--- src/rtl/a0_trace_buffer_pkg.sv ---
// Shared types and default constants for the a0 trace buffer and its FIFO.
// A0_TIMESTAMP_EN selects whether entries carry a capture timestamp.
package trace_pkg;

    localparam int TRACE_DEPTH  = 16;
    localparam int TRACE_DATA_W = 32;
    localparam int TRACE_TS_W   = 32;

    typedef enum logic [0:0] {
        CAP_IDLE,
        CAP_TRACK
    } cap_state_t;

    typedef struct packed {
        logic [TRACE_DATA_W-1:0] data;
        logic [TRACE_TS_W-1:0]   ts;
    } trace_entry_t;

endpackage

--- src/rtl/a0_trace_buffer_if.sv ---
// Valid/ready drain port of the a0 trace buffer.
// out_ts exists only when A0_TIMESTAMP_EN is defined.
interface a0_trace_buffer_if #(
    parameter int DATA_W = 32
`ifdef A0_TIMESTAMP_EN
   ,parameter int TS_W   = 32
`endif
);
    logic              out_valid;
    logic              out_ready;
    logic [DATA_W-1:0] out_data;
`ifdef A0_TIMESTAMP_EN
    logic [TS_W-1:0]   out_ts;

    modport master (output out_valid, output out_data, output out_ts, input out_ready);
    modport slave  (input out_valid, input out_data, input out_ts, output out_ready);
`else
    modport master (output out_valid, output out_data, input out_ready);
    modport slave  (input out_valid, input out_data, output out_ready);
`endif
endinterface

--- src/rtl/a0_trace_buffer_sync_fifo.sv ---
// Generic synchronous FIFO; a push is accepted when not full or when popping.
// When empty, dout keeps presenting the most recently popped entry.
module sync_fifo #(
    parameter int WIDTH = 32,
    parameter int DEPTH = 16
) (
    input  logic                     clk,
    input  logic                     rst,
    input  logic                     i_push,
    input  logic                     i_pop,
    input  logic [WIDTH-1:0]         i_din,
    output logic [WIDTH-1:0]         o_dout,
    output logic [$clog2(DEPTH):0]   o_level,
    output logic                     o_full,
    output logic                     o_empty
);
    localparam int AW = $clog2(DEPTH);

    logic [WIDTH-1:0] r_mem [DEPTH];
    logic [WIDTH-1:0] r_hold;
    logic [AW-1:0]    r_wr_ptr;
    logic [AW-1:0]    r_rd_ptr;
    logic [AW:0]      r_level;
    logic             w_pop;
    logic             w_push_ok;

    assign o_level   = r_level;
    assign o_full    = (r_level == (AW+1)'(DEPTH));
    assign o_empty   = (r_level == '0);
    assign w_pop     = i_pop && !o_empty;
    assign w_push_ok = i_push && (!o_full || w_pop);
    assign o_dout    = o_empty ? r_hold : r_mem[r_rd_ptr];

    always_ff @(posedge clk) begin
        if (w_push_ok) begin
            r_mem[r_wr_ptr] <= i_din;
        end
    end

    always_ff @(posedge clk) begin
        if (rst) begin
            r_wr_ptr <= '0;
            r_rd_ptr <= '0;
            r_level  <= '0;
            r_hold   <= '0;
        end else begin
            if (w_push_ok) begin
                r_wr_ptr <= r_wr_ptr + AW'(1);
            end
            if (w_pop) begin
                r_hold   <= r_mem[r_rd_ptr];
                r_rd_ptr <= r_rd_ptr + AW'(1);
            end
            r_level <= r_level + (AW+1)'(w_push_ok) - (AW+1)'(w_pop);
        end
    end

endmodule

--- src/rtl/a0_trace_buffer.sv ---
// Captures every change of the CPU a0 value into a FIFO drained over valid/ready.
// Define A0_TIMESTAMP_EN to tag each entry with a free-running cycle count.
module a0_trace_buffer
    import trace_pkg::*;
#(
    parameter int DEPTH  = TRACE_DEPTH,
    parameter int DATA_W = 32
`ifdef A0_TIMESTAMP_EN
   ,parameter int TS_W   = TRACE_TS_W
`endif
) (
    input  logic                   clk,
    input  logic                   rst,
    input  logic                   en,
    input  logic [DATA_W-1:0]      a0,
    input  logic                   clr_ovf,
    a0_trace_buffer_if.master      out_if,
    output logic [$clog2(DEPTH):0] level,
    output logic                   overflow
);
    // state     | meaning
    // CAP_IDLE  | no reference value held; next enabled cycle captures a0
    // CAP_TRACK | last_a0 valid; capture only when a0 differs from it
`ifdef A0_TIMESTAMP_EN
    localparam int ENTRY_W = DATA_W + TS_W;
`else
    localparam int ENTRY_W = DATA_W;
`endif

    cap_state_t         r_state;
    cap_state_t         w_state_nxt;
    logic [DATA_W-1:0]  r_last_a0;
    logic               r_overflow;
    logic               w_push;
    logic               w_pop;
    logic               w_full;
    logic               w_empty;
    logic               w_drop;
    logic [ENTRY_W-1:0] w_din;
    logic [ENTRY_W-1:0] w_dout;

    always_comb begin
        w_state_nxt = r_state;
        w_push      = 1'b0;
        case (r_state)
            CAP_IDLE: begin
                if (en) begin
                    w_push      = 1'b1;
                    w_state_nxt = CAP_TRACK;
                end
            end
            CAP_TRACK: begin
                w_push = en && (a0 != r_last_a0);
            end
            default: w_state_nxt = CAP_IDLE;
        endcase
    end

    // last_a0 follows every detected change, including ones the FIFO drops
    always_ff @(posedge clk) begin
        if (rst) begin
            r_state   <= CAP_IDLE;
            r_last_a0 <= '0;
        end else begin
            r_state <= w_state_nxt;
            if (w_push) begin
                r_last_a0 <= a0;
            end
        end
    end

    assign w_pop  = out_if.out_valid && out_if.out_ready;
    assign w_drop = w_push && w_full && !w_pop;

    always_ff @(posedge clk) begin
        if (rst) begin
            r_overflow <= 1'b0;
        end else if (w_drop) begin
            r_overflow <= 1'b1;
        end else if (clr_ovf) begin
            r_overflow <= 1'b0;
        end
    end

`ifdef A0_TIMESTAMP_EN
    logic [TS_W-1:0] r_ts;

    always_ff @(posedge clk) begin
        if (rst) begin
            r_ts <= '0;
        end else begin
            r_ts <= r_ts + TS_W'(1);
        end
    end

    assign w_din         = {a0, r_ts};
    assign out_if.out_ts = w_dout[TS_W-1:0];
`else
    assign w_din = a0;
`endif

    sync_fifo #(
        .WIDTH (ENTRY_W),
        .DEPTH (DEPTH)
    ) u_fifo (
        .clk     (clk),
        .rst     (rst),
        .i_push  (w_push),
        .i_pop   (w_pop),
        .i_din   (w_din),
        .o_dout  (w_dout),
        .o_level (level),
        .o_full  (w_full),
        .o_empty (w_empty)
    );

    assign out_if.out_valid = !w_empty;
    assign out_if.out_data  = w_dout[ENTRY_W-1 -: DATA_W];
    assign overflow         = r_overflow;

endmodule
--- src/flat_wrapper.sv ---
// flat-port wrapper written by rule: the top's interface ports become plain ports
module a0_trace_buffer_flat import trace_pkg::*;
#(
    parameter int DEPTH  = TRACE_DEPTH,
    parameter int DATA_W = 32

)
  (clk, rst, en, a0, clr_ovf, level, overflow, out_if_out_valid, out_if_out_data, out_if_out_ready);
  a0_trace_buffer_if #(.DATA_W(DATA_W)) out_if_i ();
  input  logic clk;
  input  logic rst;
  input  logic en;
  input  logic [DATA_W-1:0] a0;
  input  logic clr_ovf;
  output logic [$clog2(DEPTH):0] level;
  output logic overflow;
  output wire logic [$bits(out_if_i.out_valid)-1:0] out_if_out_valid;
  output wire logic [$bits(out_if_i.out_data)-1:0] out_if_out_data;
  input wire logic [$bits(out_if_i.out_ready)-1:0] out_if_out_ready;
  assign out_if_out_valid = out_if_i.out_valid;
  assign out_if_out_data = out_if_i.out_data;
  assign out_if_i.out_ready = out_if_out_ready;
  a0_trace_buffer #(.DEPTH(DEPTH), .DATA_W(DATA_W)) u_core (.clk(clk), .rst(rst), .en(en), .a0(a0), .clr_ovf(clr_ovf), .out_if(out_if_i), .level(level), .overflow(overflow));
endmodule
--- config.mk ---
export PLATFORM = sky130hd
export DESIGN_NAME = a0_trace_buffer_flat
export DESIGN_NICKNAME = d
export VERILOG_FILES = /design/src/rtl/a0_trace_buffer_pkg.sv /design/src/rtl/a0_trace_buffer_if.sv /design/src/rtl/a0_trace_buffer_sync_fifo.sv /design/src/rtl/a0_trace_buffer.sv /design/src/flat_wrapper.sv
export SDC_FILE = /design/constraint.sdc
export NUM_CORES = 1
export LEC_CHECK = 0
export CELL_PAD_IN_SITES_DETAIL_PLACEMENT = 0
export CELL_PAD_IN_SITES_GLOBAL_PLACEMENT = 1
export CORE_MARGIN = 3
export CORE_UTILIZATION = 58
export CTS_CLUSTER_DIAMETER = 80
export DETAILED_ROUTE_END_ITERATION = 8
export GPL_TIMING_DRIVEN = 1
export HOLD_SLACK_MARGIN = 0.1
export PLACE_DENSITY_LB_ADDON = 0.15
export SETUP_SLACK_MARGIN = 0.05
export SLEW_MARGIN = 0
export SYNTH_ARGS = -nofsm -noshare
export SYNTH_HDL_FRONTEND = slang
export SYNTH_SLANG_ARGS = --single-unit
--- constraint.sdc ---
create_clock -name clk -period 9.2 [get_ports clk]
set_clock_uncertainty 0.05 [all_clocks]
set_input_delay 1.38 -clock clk [delete_from_list [all_inputs] [get_ports clk]]
set_output_delay 1.38 -clock clk [all_outputs]
set_load 0.005 [all_outputs]
==> run metrics, run 1 <==
outcome finished, final reports clean; Port-buffer cells 75; grt met2 use 39.5%; worst-path cell chain buf_4 -> mux4_1 -> mux4_2 -> nand2_1 -> nand2_1 -> clkdlybuf4s50_1; Setup Slack @ Placement 3.81 ns; Unique masters post-synth 39; met3 usage 3.75%; Startpoint Class register; pwr/cell area 264 nW/um^2; Die ar. 42600 um^2; post-route worst setup slack 3.60 ns; total global-route track usage 24.6%; hold slack 0.402 ns; Yosys top cell area share 65.9%; Worst EP required 7.77 ns; Worst Tran Pin Value 1.07 ns; Final #Nets 1361; CTS Root Cell clkbuf_16; Die H 207 um; post-route minimum period 5.60 ns; slowest cell on the critical path dfxtp_4; Total Neg Setup Slack 0 ns; via count 11600; # Max-Cap Violations 0; Rel. slew slack 28.2%; cts hold-fix bufs 0; Switching Share 25.8%; final hold vios 0; DRC violations left 0; Placed Instance Area 24600 um^2; HP Class register to register; Worst path max stage delay 0.92 ns; CP Capture Type output pin; area leader, netlist edfxtp_1; Tot Pwr 6.98 mW; worst hold start u_core.u_fifo.r_hold[10]; combinational power share 21.8%; Die X-Extent 207 um; routability cong. 0.753; endpoints failing setup 0; Clk pwr share 33.2%; final period utilization 60.8%; largest net degree at the start of global routing 62; number of synthesized flops with an enable pin 512; Reg clk slew, reported paths 0.06 ns; Core Rows 72; most frequent cells after synthesis edfxtp_1, nand2_1, mux4_2, dfxtp_1, nor2_1; critical path arrival 4.17 ns; sequential fraction of the synthesis area 73.1%; fin area 26500 um^2; core area 39200 um^2; RSZ-0062 raised after global routing no; clock sink count 595; total CTS buffers 57; share of cells above drive strength 1 21.0%; H-Tree Depth 2; drt initial violations 1162; GRT overflow 0; Syn Inst Count 1213; TritonRoute pass-1 iters 5; Avg Inst Size Synth 19.2 um^2; yosys warns 0; antenna violations before repair 0; met1 Use GR 36.3%; CTS Buffer Depth 3; Max Fclk 179 MHz; Seq pwr share 45.0%; n_diodes 0; GR peak layer met2; Initial Utilization 59.5%; VDD IR-drop max 179 uV; kind of critical path register to output pin; FF+latch count, synth 595; post-synthesis async set-or-reset flop share 0%; Setup Fix Bufs, Post-CTS 0; dominant synthesized flop cell edfxtp_1; Syn Std Cell Area 23300 um^2; first-pass GRT wire length 75700 um; average wire per standard cell 26.9 um; Most common cell on crit path nand2_1; post-cts resize count 0; Area Growth Syn to Fin 13.5%; routed wire length 50500 um; count leader, synth edfxtp_1; Worst-Skew Late Latency 0.60 ns; Net Switching 1.80 mW; syn nets 1262; Via density 6.17; leak pwr 8.69 nW; vias in the first global route 11600; hpwl dp 27300 um; Slew Viols, Final 0; top cells by area, synth edfxtp_1, mux4_2, dfxtp_1, nand2_1, mux4_1; Int Pwr 5.18 mW; IO Pins 76; ANT nets after route 0; Crit Path Max Fanout 45; worst r2r src u_core.u_fifo.o_level[2]; CTS tree yes
==> layer usage <==
layer / share of wire [%] / vias up
li1: - / 4981
met1: 43 / 6127
met2: 49 / 392
met3: 6.0 / 79
met4: 2.2 / 0
met5: 0 / -
==> layout make-up <==
cell class	count	area (um^2)
fillers	2574	12700
well taps	518	648
flip-flops and latches	595	17000
clock inverters	34	324
repair buffers	103	958
multi-input cells	545	5910
inverters	10	37.5
clock buffers	73	1540
==> final timing paths <==
check,end,slack [ns],cells after the start
min,u_core.u_fifo.r_hold[10],0.40,2
max,out_if_out_data[11],3.60,6
max reg2reg,u_core.u_fifo.o_level[4],5.42,15
min reg2reg,u_core.u_fifo.r_hold[10],0.40,2
==> placed cells by master, fill, tap and decap left out, types with 2 or more instances in the layout <==
cell type | Yosys | routed
a21oi_1 | 37 | 37
buf_4 | 3 | 29
bufinv_16 | 0 | 6
clkbuf_1 | 13 | 11
clkbuf_16 | 0 | 57
clkbuf_8 | 0 | 5
clkdlybuf4s50_1 | 0 | 74
clkinv_1 | 0 | 10
clkinv_2 | 0 | 13
clkinvlp_4 | 0 | 2
dfxtp_1 | 83 | 79
dfxtp_2 | 0 | 2
dfxtp_4 | 0 | 2
edfxtp_1 | 512 | 512
ha_1 | 11 | 11
inv_1 | 8 | 8
inv_2 | 2 | 2
inv_6 | 0 | 2
mux2i_1 | 33 | 33
mux4_1 | 16 | 16
mux4_2 | 144 | 144
nand2_1 | 165 | 165
nand2b_1 | 6 | 6
nand3_1 | 7 | 7
nand4_1 | 2 | 2
nor2_1 | 58 | 46
nor2_4 | 0 | 12
nor2b_1 | 4 | 4
nor3_2 | 0 | 4
nor4_1 | 7 | 7
xnor2_1 | 4 | 4
xor2_1 | 34 | 34
==> logic make-up (layout without fill, tap and decap cells) <==
| family | count (synthesis) | after routing | share of synthesized area, % |
|---|---|---|---|
| buffers and inverters | 73 | 220 | 2.11 |
| muxes | 196 | 196 | 17.3 |
| xor gates and xnor gates | 38 | 38 | 1.43 |
| adders and majority gates | 12 | 12 | 0.676 |
| DFF | 595 | 595 | 73.1 |
| AOI/OAI and AO/OA | 40 | 40 | 0.885 |
| and+or+nand+nor | 259 | 259 | 4.55 |
==> power by group through the flow <==
stage / Clock [mW] / Combinational, mW / Sequential (mW)
3_5_place_dp: 0 / 1.54 / 3.20
4_1_cts: 2.36 / 1.54 / 3.15
2_1_floorplan: 0 / 1.07 / 3.14
6_report: 2.32 / 1.52 / 3.14
5_1_grt: 2.46 / 1.65 / 3.16
3_3_place_gp: 0 / 1.52 / 3.20
==> per-stage QoR <==
stage | utilization (%) | std cells
final | 67.5 | 1878
after global routing | 67.5 | 1878
after CTS | 67.5 | 1878
after detailed placement | 62.8 | 1771
after global placement | 62.8 | 1771
after floorplan | - | 1213
==> worst max-delay path: cells and delay by family (launching register included) <==
kind | cells | cell delay [ns]
multiplexers | 2 | 1.18
AND/OR/NAND/NOR | 2 | 0.15
buffers and inverters | 2 | 1.26
flip-flops | 1 | 0.92
==> flip-flops by register name, indices dropped and copies added (netlist names), named ones only <==
name,flops
u_core.r_state,1
u_core.u_fifo.r_mem,512
u_core.u_fifo.o_level,5
u_core.u_fifo.r_wr_ptr,4
u_core.u_fifo.r_rd_ptr,4
u_core.overflow,1
u_core.u_fifo.r_hold,32
u_core.r_last_a0,32
Power figures use the tool's default switching activity.
==> run 2: changes to the inputs <==
CORE_UTILIZATION = 48   (was 58)
clock period = 4.75 ns   (was 9.2 ns; I/O delays follow)
==> run 2 against run 1 <==
Sequential power increased by 93%. Total power is 94% higher. Cell area grew 2.8%. Global-route usage down 2.9 points. Via count down 0.16%. Sequential share of layout area down 1.7 points. Die area increased by 20%. Wire length rose by 7.1%. Sequential cell count did not move. Core utilization fell by 11 points. Critical path type unchanged. Critical endpoint is now out_if_out_data[18]. Largest power group unchanged.
==> run metrics, run 2 (same netlist as run 1, synthesis figures left out) <==
Worst-Skew Late Latency 0.61 ns (was 0.60 ns); CTS Buffer Depth 3 (unchanged); Die H 226 um (was 207 um); share of cells above drive strength 1 23.6% (was 21.0%); largest net degree at the start of global routing 65 (was 62); Die ar. 51300 um^2 (was 42600 um^2); CTS tree yes (unchanged); Finished Layout Cells 2039 (was 1878); leak pwr 9.00 nW (was 8.69 nW); Slew Viols, Final 0 (unchanged); antenna violations before repair 1 (was 0); Setup Slack @ Placement 0.0876 ns (was 3.81 ns); Largest regs u_core.u_fifo.r_mem x512, u_core.r_last_a0 x32, u_core.u_fifo.r_hold x32 (unchanged); Area Growth Syn to Fin 16.6% (was 13.5%); Hold Crit Depth 2 (unchanged); CP Capture Type output pin (unchanged); slowest cell on the critical path dfxtp_4 (unchanged); Reg clk slew, reported paths 0.06 ns (about the same); pwr/cell area 498 nW/um^2 (was 264 nW/um^2); max reg flops 512 (unchanged); Crit Path Max Fanout 32 (was 45); Core Rows 80 (was 72); Worst path max stage delay 0.71 ns (was 0.92 ns); final core utilization 56.8% (was 67.5%); total CTS buffers 60 (was 57); final hold vios 0 (unchanged); CP bufs+invs 2 (unchanged); clock sink count 595 (unchanged); IO Pins 76 (unchanged); outcome finished, final reports clean (unchanged); total global-route track usage 21.8% (was 24.6%); worst-path cell chain buf_12 -> mux4_1 -> mux4_2 -> nand2_1 -> nand2_1 -> clkdlybuf4s50_1 (was buf_4 -> mux4_1 -> mux4_2 -> nand2_1 -> nand2_1 -> clkdlybuf4s50_1); Initial Utilization 48.7% (was 59.5%); CTS Root Cell clkbuf_16 (unchanged); TritonRoute pass-1 iters 5 (unchanged); routability cong. 0.791 (was 0.753); Rel. slew slack 41.8% (was 28.2%); Worst EP required 3.99 ns (was 7.77 ns); ANT nets after route 0 (unchanged); CP Depth 6 (unchanged); Setup Fix Bufs, Post-CTS 0 (unchanged); kind of critical path register to output pin (unchanged); reg2reg path depth 15 (unchanged); hold slack 0.404 ns (was 0.402 ns); critical path arrival 3.45 ns (was 4.17 ns); endpoints failing setup 0 (unchanged); post-route worst setup slack 0.533 ns (was 3.60 ns); via count 11600 (about the same); Filler Cell Count 3643 (was 2574); Via density 5.67 (was 6.17); final period utilization 88.8%; Most common cell on crit path nand2_1 (unchanged); RSZ-0062 raised after global routing no (unchanged); post-route minimum period 4.22 ns; cts hold-fix bufs 0 (unchanged); Total Neg Setup Slack 0 ns (unchanged); average wire per standard cell 26.5 um (was 26.9 um); Biggest register u_core.u_fifo.r_mem (unchanged); Port-buffer cells 75 (unchanged); Startpoint Class register (unchanged); GRT overflow 0 (unchanged); post-cts resize count 0 (unchanged); core area 47800 um^2 (was 39200 um^2); # Max-Cap Violations 0 (unchanged); most frequent cells in the layout edfxtp_1, nand2_1, mux4_2 (unchanged); VDD IR-drop max 348 uV (was 179 uV); Worst Tran Pin Value 0.872 ns (was 1.07 ns); Die X-Extent 226 um (was 207 um); hpwl dp 30800 um (was 27300 um); routed wire length 54100 um (was 50500 um); most common cell after layout, fill and taps aside edfxtp_1 (unchanged); vias in the first global route 11900 (was 11600); HP Class register to register (unchanged); first-pass GRT wire length 79800 um (was 75700 um); n_diodes 0 (unchanged); Max Fclk 237 MHz; drt initial violations 977 (was 1162); CP top delay family multiplexers (was buffers and inverters); Inst Count DP 1927 (was 1771); H-Tree Depth 2 (unchanged); Final #Nets 1423 (was 1361); DRC violations left 0 (unchanged)
## run 2: final cells by class
type | count | area, um^2 | area share (%)
clock inverter | 18 | 105 | 0.386
multi-input combinational | 545 | 5910 | 21.7
timing repair buffer | 162 | 1630 | 5.98
inverter | 10 | 37.5 | 0.138
clock buffer | 94 | 1700 | 6.25
tap | 615 | 769 | 2.83
sequential | 595 | 17000 | 62.7
## run 2: stage by stage
step | cell area (um^2) | power [mW]
detailed placement | 25400 | 9.36
global route | 27200 | 14.2
global placement | 25400 | 9.33
CTS | 27200 | 13.7
finish | 27200 | 13.6
floorplan | 23300 | 8.15
## run 2: tightest hold or removal path, cell delays in order, from the launching register on
cell and delay (ns):
dfxtp_1 0.30, nand2_1 0.05, a21oi_1 0.05
## run 2: path summary, 6_finish.rpt
kind / startpoint / to / slack [ns]
setup / recovery: register / out_if_out_data[18] / 0.53
hold / removal: u_core.u_fifo.r_hold[16] / u_core.u_fifo.r_hold[16] / 0.40
setup reg to reg: u_core.r_last_a0[31] / u_core.u_fifo.o_level[4] / 1.26
hold reg to reg: u_core.u_fifo.r_hold[16] / u_core.u_fifo.r_hold[16] / 0.40
## run 2: where the power goes
part / total [mW] / leakage [nW] / switching, mW / internal, mW
Clock: 4.36 / 0.883 / 1.87 / 2.49
Sequential: 6.05 / 5.31 / 0.161 / 5.89
Combinational: 3.13 / 2.81 / 1.51 / 1.63
## run 2: routing by layer
metal | track usage (%) | routed length (um)
met1 | 30.9 | 23500
met4 | 6.09 | 1130
met5 | 0 | 9
met2 | 35.6 | 26500
met3 | 3.43 | 2850
==> run 3: changes to the inputs <==
PLACE_DENSITY = 0.87   (was default)
PLACE_DENSITY_LB_ADDON = default   (was 0.15)
==> run 3 against run 2 <==
Sequential share of layout area is 0.18 points higher. Register-to-register slack hardly changed. Critical path depth is 9 higher. Cell area is 0.29% lower. Sequential power hardly changed. Core utilization is 0.17 points lower. Worst hold slack hardly changed. Final cell count is 0.54% lower. Clock power hardly changed. Global-route usage is 0.71 points lower. Worst setup slack better by 0.12 ns. Non-clock buffer count is 7 lower.
==> run metrics, run 3 (same netlist as run 1, synthesis figures left out) <==
VDD IR-drop max 240 uV (was 348 uV); CTS tree yes (unchanged); CTS Buffer Depth 3 (unchanged); most frequent cells in the layout edfxtp_1, nand2_1, mux4_2 (unchanged); Worst-Skew Late Latency 0.60 ns (was 0.61 ns); routability cong. 0.765 (was 0.791); Final #Nets 1413 (was 1423); Die ar. 51300 um^2 (unchanged); met1 Use GR 29.3% (was 30.9%); RSZ-0062 raised after global routing no (unchanged); Biggest register u_core.u_fifo.r_mem (unchanged); Finished Layout Cells 2028 (was 2039); routed wire length 52400 um (was 54100 um); largest net degree at the start of global routing 70 (was 65); Die X-Extent 226 um (unchanged); hold slack 0.404 ns (about the same); endpoints failing setup 0 (unchanged); cts hold-fix bufs 0 (unchanged); leak pwr 8.96 nW (was 9.00 nW); DRC violations left 0 (unchanged); post-cts resize count 0 (unchanged); Core Rows 80 (unchanged); max reg flops 512 (unchanged); hpwl dp 30600 um (was 30800 um); # Max-Cap Violations 0 (unchanged); via count 11900 (was 11600); vias in the first global route 12200 (was 11900); Worst EP required 5.21 ns (was 3.99 ns); combinational power share 23.3% (was 23.1%); IO Pins 76 (unchanged); Net Switching 3.54 mW (about the same); GR peak layer met2 (unchanged); core area 47800 um^2 (unchanged); Total Neg Setup Slack 0 ns (unchanged); Setup Fix Bufs, Post-CTS 0 (unchanged); ANT nets after route 0 (unchanged); Startpoint Class input pin (was register); HP Class register to register (unchanged); CP Capture Type register (was output pin); Initial Utilization 48.7% (unchanged); clock sink count 595 (unchanged); Switching Share 26.1% (about the same); Largest regs u_core.u_fifo.r_mem x512, u_core.r_last_a0 x32, u_core.u_fifo.r_hold x32 (unchanged); most common cell after layout, fill and taps aside edfxtp_1 (unchanged); Clk pwr share 32.2% (about the same); share of cells above drive strength 1 23.7% (was 23.6%); Via density 5.85 (was 5.67); Port-buffer cells 75 (unchanged); antenna violations before repair 1 (unchanged); drt initial violations 1266 (was 977); n_diodes 0 (unchanged); Rel. slew slack 39.4% (was 41.8%); CTS Root Cell clkbuf_16 (unchanged); Int Pwr 10.0 mW (about the same); H-Tree Depth 2 (unchanged); first-pass GRT wire length 78600 um (was 79800 um); Reg clk slew, reported paths 0.06 ns (about the same); final hold vios 0 (unchanged); critical path arrival 4.56 ns (was 3.45 ns); average wire per standard cell 25.9 um (was 26.5 um); pwr/cell area 500 nW/um^2 (was 498 nW/um^2); TritonRoute pass-1 iters 5 (unchanged); GRT overflow 0 (unchanged); total CTS buffers 57 (was 60); met3 usage 3.64% (was 3.43%); total global-route track usage 21.1% (was 21.8%); outcome finished, final reports clean (unchanged); Inst Count DP 1920 (was 1927); Crit Path Max Fanout 18 (was 32); grt met2 use 34.4% (was 35.6%); area of the multi-input gates 5910 um^2 (about the same); final period utilization 86.2% (was 88.8%); Die H 226 um (unchanged); Slew Viols, Final 0 (unchanged); sequential cell area 17000 um^2 (unchanged); kind of critical path input pin to register (was register to output pin); post-route minimum period 4.09 ns (was 4.22 ns); Worst Tran Pin Value 0.909 ns (was 0.872 ns); Max Fclk 244 MHz (was 237 MHz); Seq pwr share 44.4% (was 44.7%); Filler Cell Count 3466 (was 3643); Area Growth Syn to Fin 16.3% (was 16.6%)
## run 3: changes by cell type in the layout (fill, tap and decap cells not counted), sizes merged
cell / previous run / this run
inv: 10 / 12
clkbuf: 94 / 79
bufinv: 1 / 3
buf: 88 / 81
clkinv: 17 / 20
clkinvlp: 0 / 4
## run 3: through the flow
stage | power [mW] | area [um^2] | utilization (%) | setup WS, ns
4_1_cts | 13.7 | 27100 | 56.7 | 0.662
6_report | 13.6 | 27100 | 56.7 | 0.656
5_1_grt | 14.1 | 27100 | 56.7 | 0.376
2_1_floorplan | 8.15 | 23300 | - | 0.301
3_5_place_dp | 9.32 | 25300 | 52.9 | 0.0987
3_3_place_gp | 9.27 | 25300 | 52.9 | 0.132
## run 3: final timing paths
check / start / to / slack [ns] / cells after the start
max: a0[21] / u_core.u_fifo.o_level[4] / 0.66 / 15
min: u_core.u_fifo.r_hold[7] / u_core.u_fifo.r_hold[7] / 0.40 / 2
min reg2reg: u_core.u_fifo.r_hold[7] / u_core.u_fifo.r_hold[7] / 0.40 / 2
max reg2reg: u_core.r_last_a0[15] / u_core.u_fifo.o_level[4] / 1.25 / 14
## run 3: area by class of cell
class                           count  share of cell area [%]
Tap cell                          615                    2.84
Clock inverter                     29                   0.835
Multi-Input combinational cell    545                    21.8
Clock buffer                       79                    5.87
Inverter                           10                   0.138
Timing Repair Buffer              155                    5.67
Sequential cell                   595                    62.9
## run 3: power by group through the flow
| stage | clock network, mW | logic, mW | registers [mW] |
|---|---|---|---|
| floorplan | 0 | 2.07 | 6.08 |
| global placement | 0 | 3.15 | 6.12 |
| detailed placement | 0 | 3.18 | 6.14 |
| CTS | 4.45 | 3.22 | 6.03 |
| global route | 4.65 | 3.43 | 6.05 |
| finish | 4.37 | 3.16 | 6.02 |
## run 3: per-layer routing
layer / vias up / share of wire (%)
li1: 5081 / -
met1: 6230 / 41
met2: 466 / 49
met3: 92 / 7.0
met4: 2 / 2.8
met5: - / 0.015
## run 3: critical path, cell delays in order
cell,delay (ns)
clkdlybuf4s50_1,0.82
xor2_1,0.14
nor4_1,0.55
nand3_1,0.14
o31a_2,0.37
and2_4,0.18
inv_1,0.10
ha_1,0.13
inv_1,0.05
ha_1,0.21
fa_1,0.44
a21oi_1,0.17
nor2_1,0.06
or3_1,0.34
a21oi_1,0.14
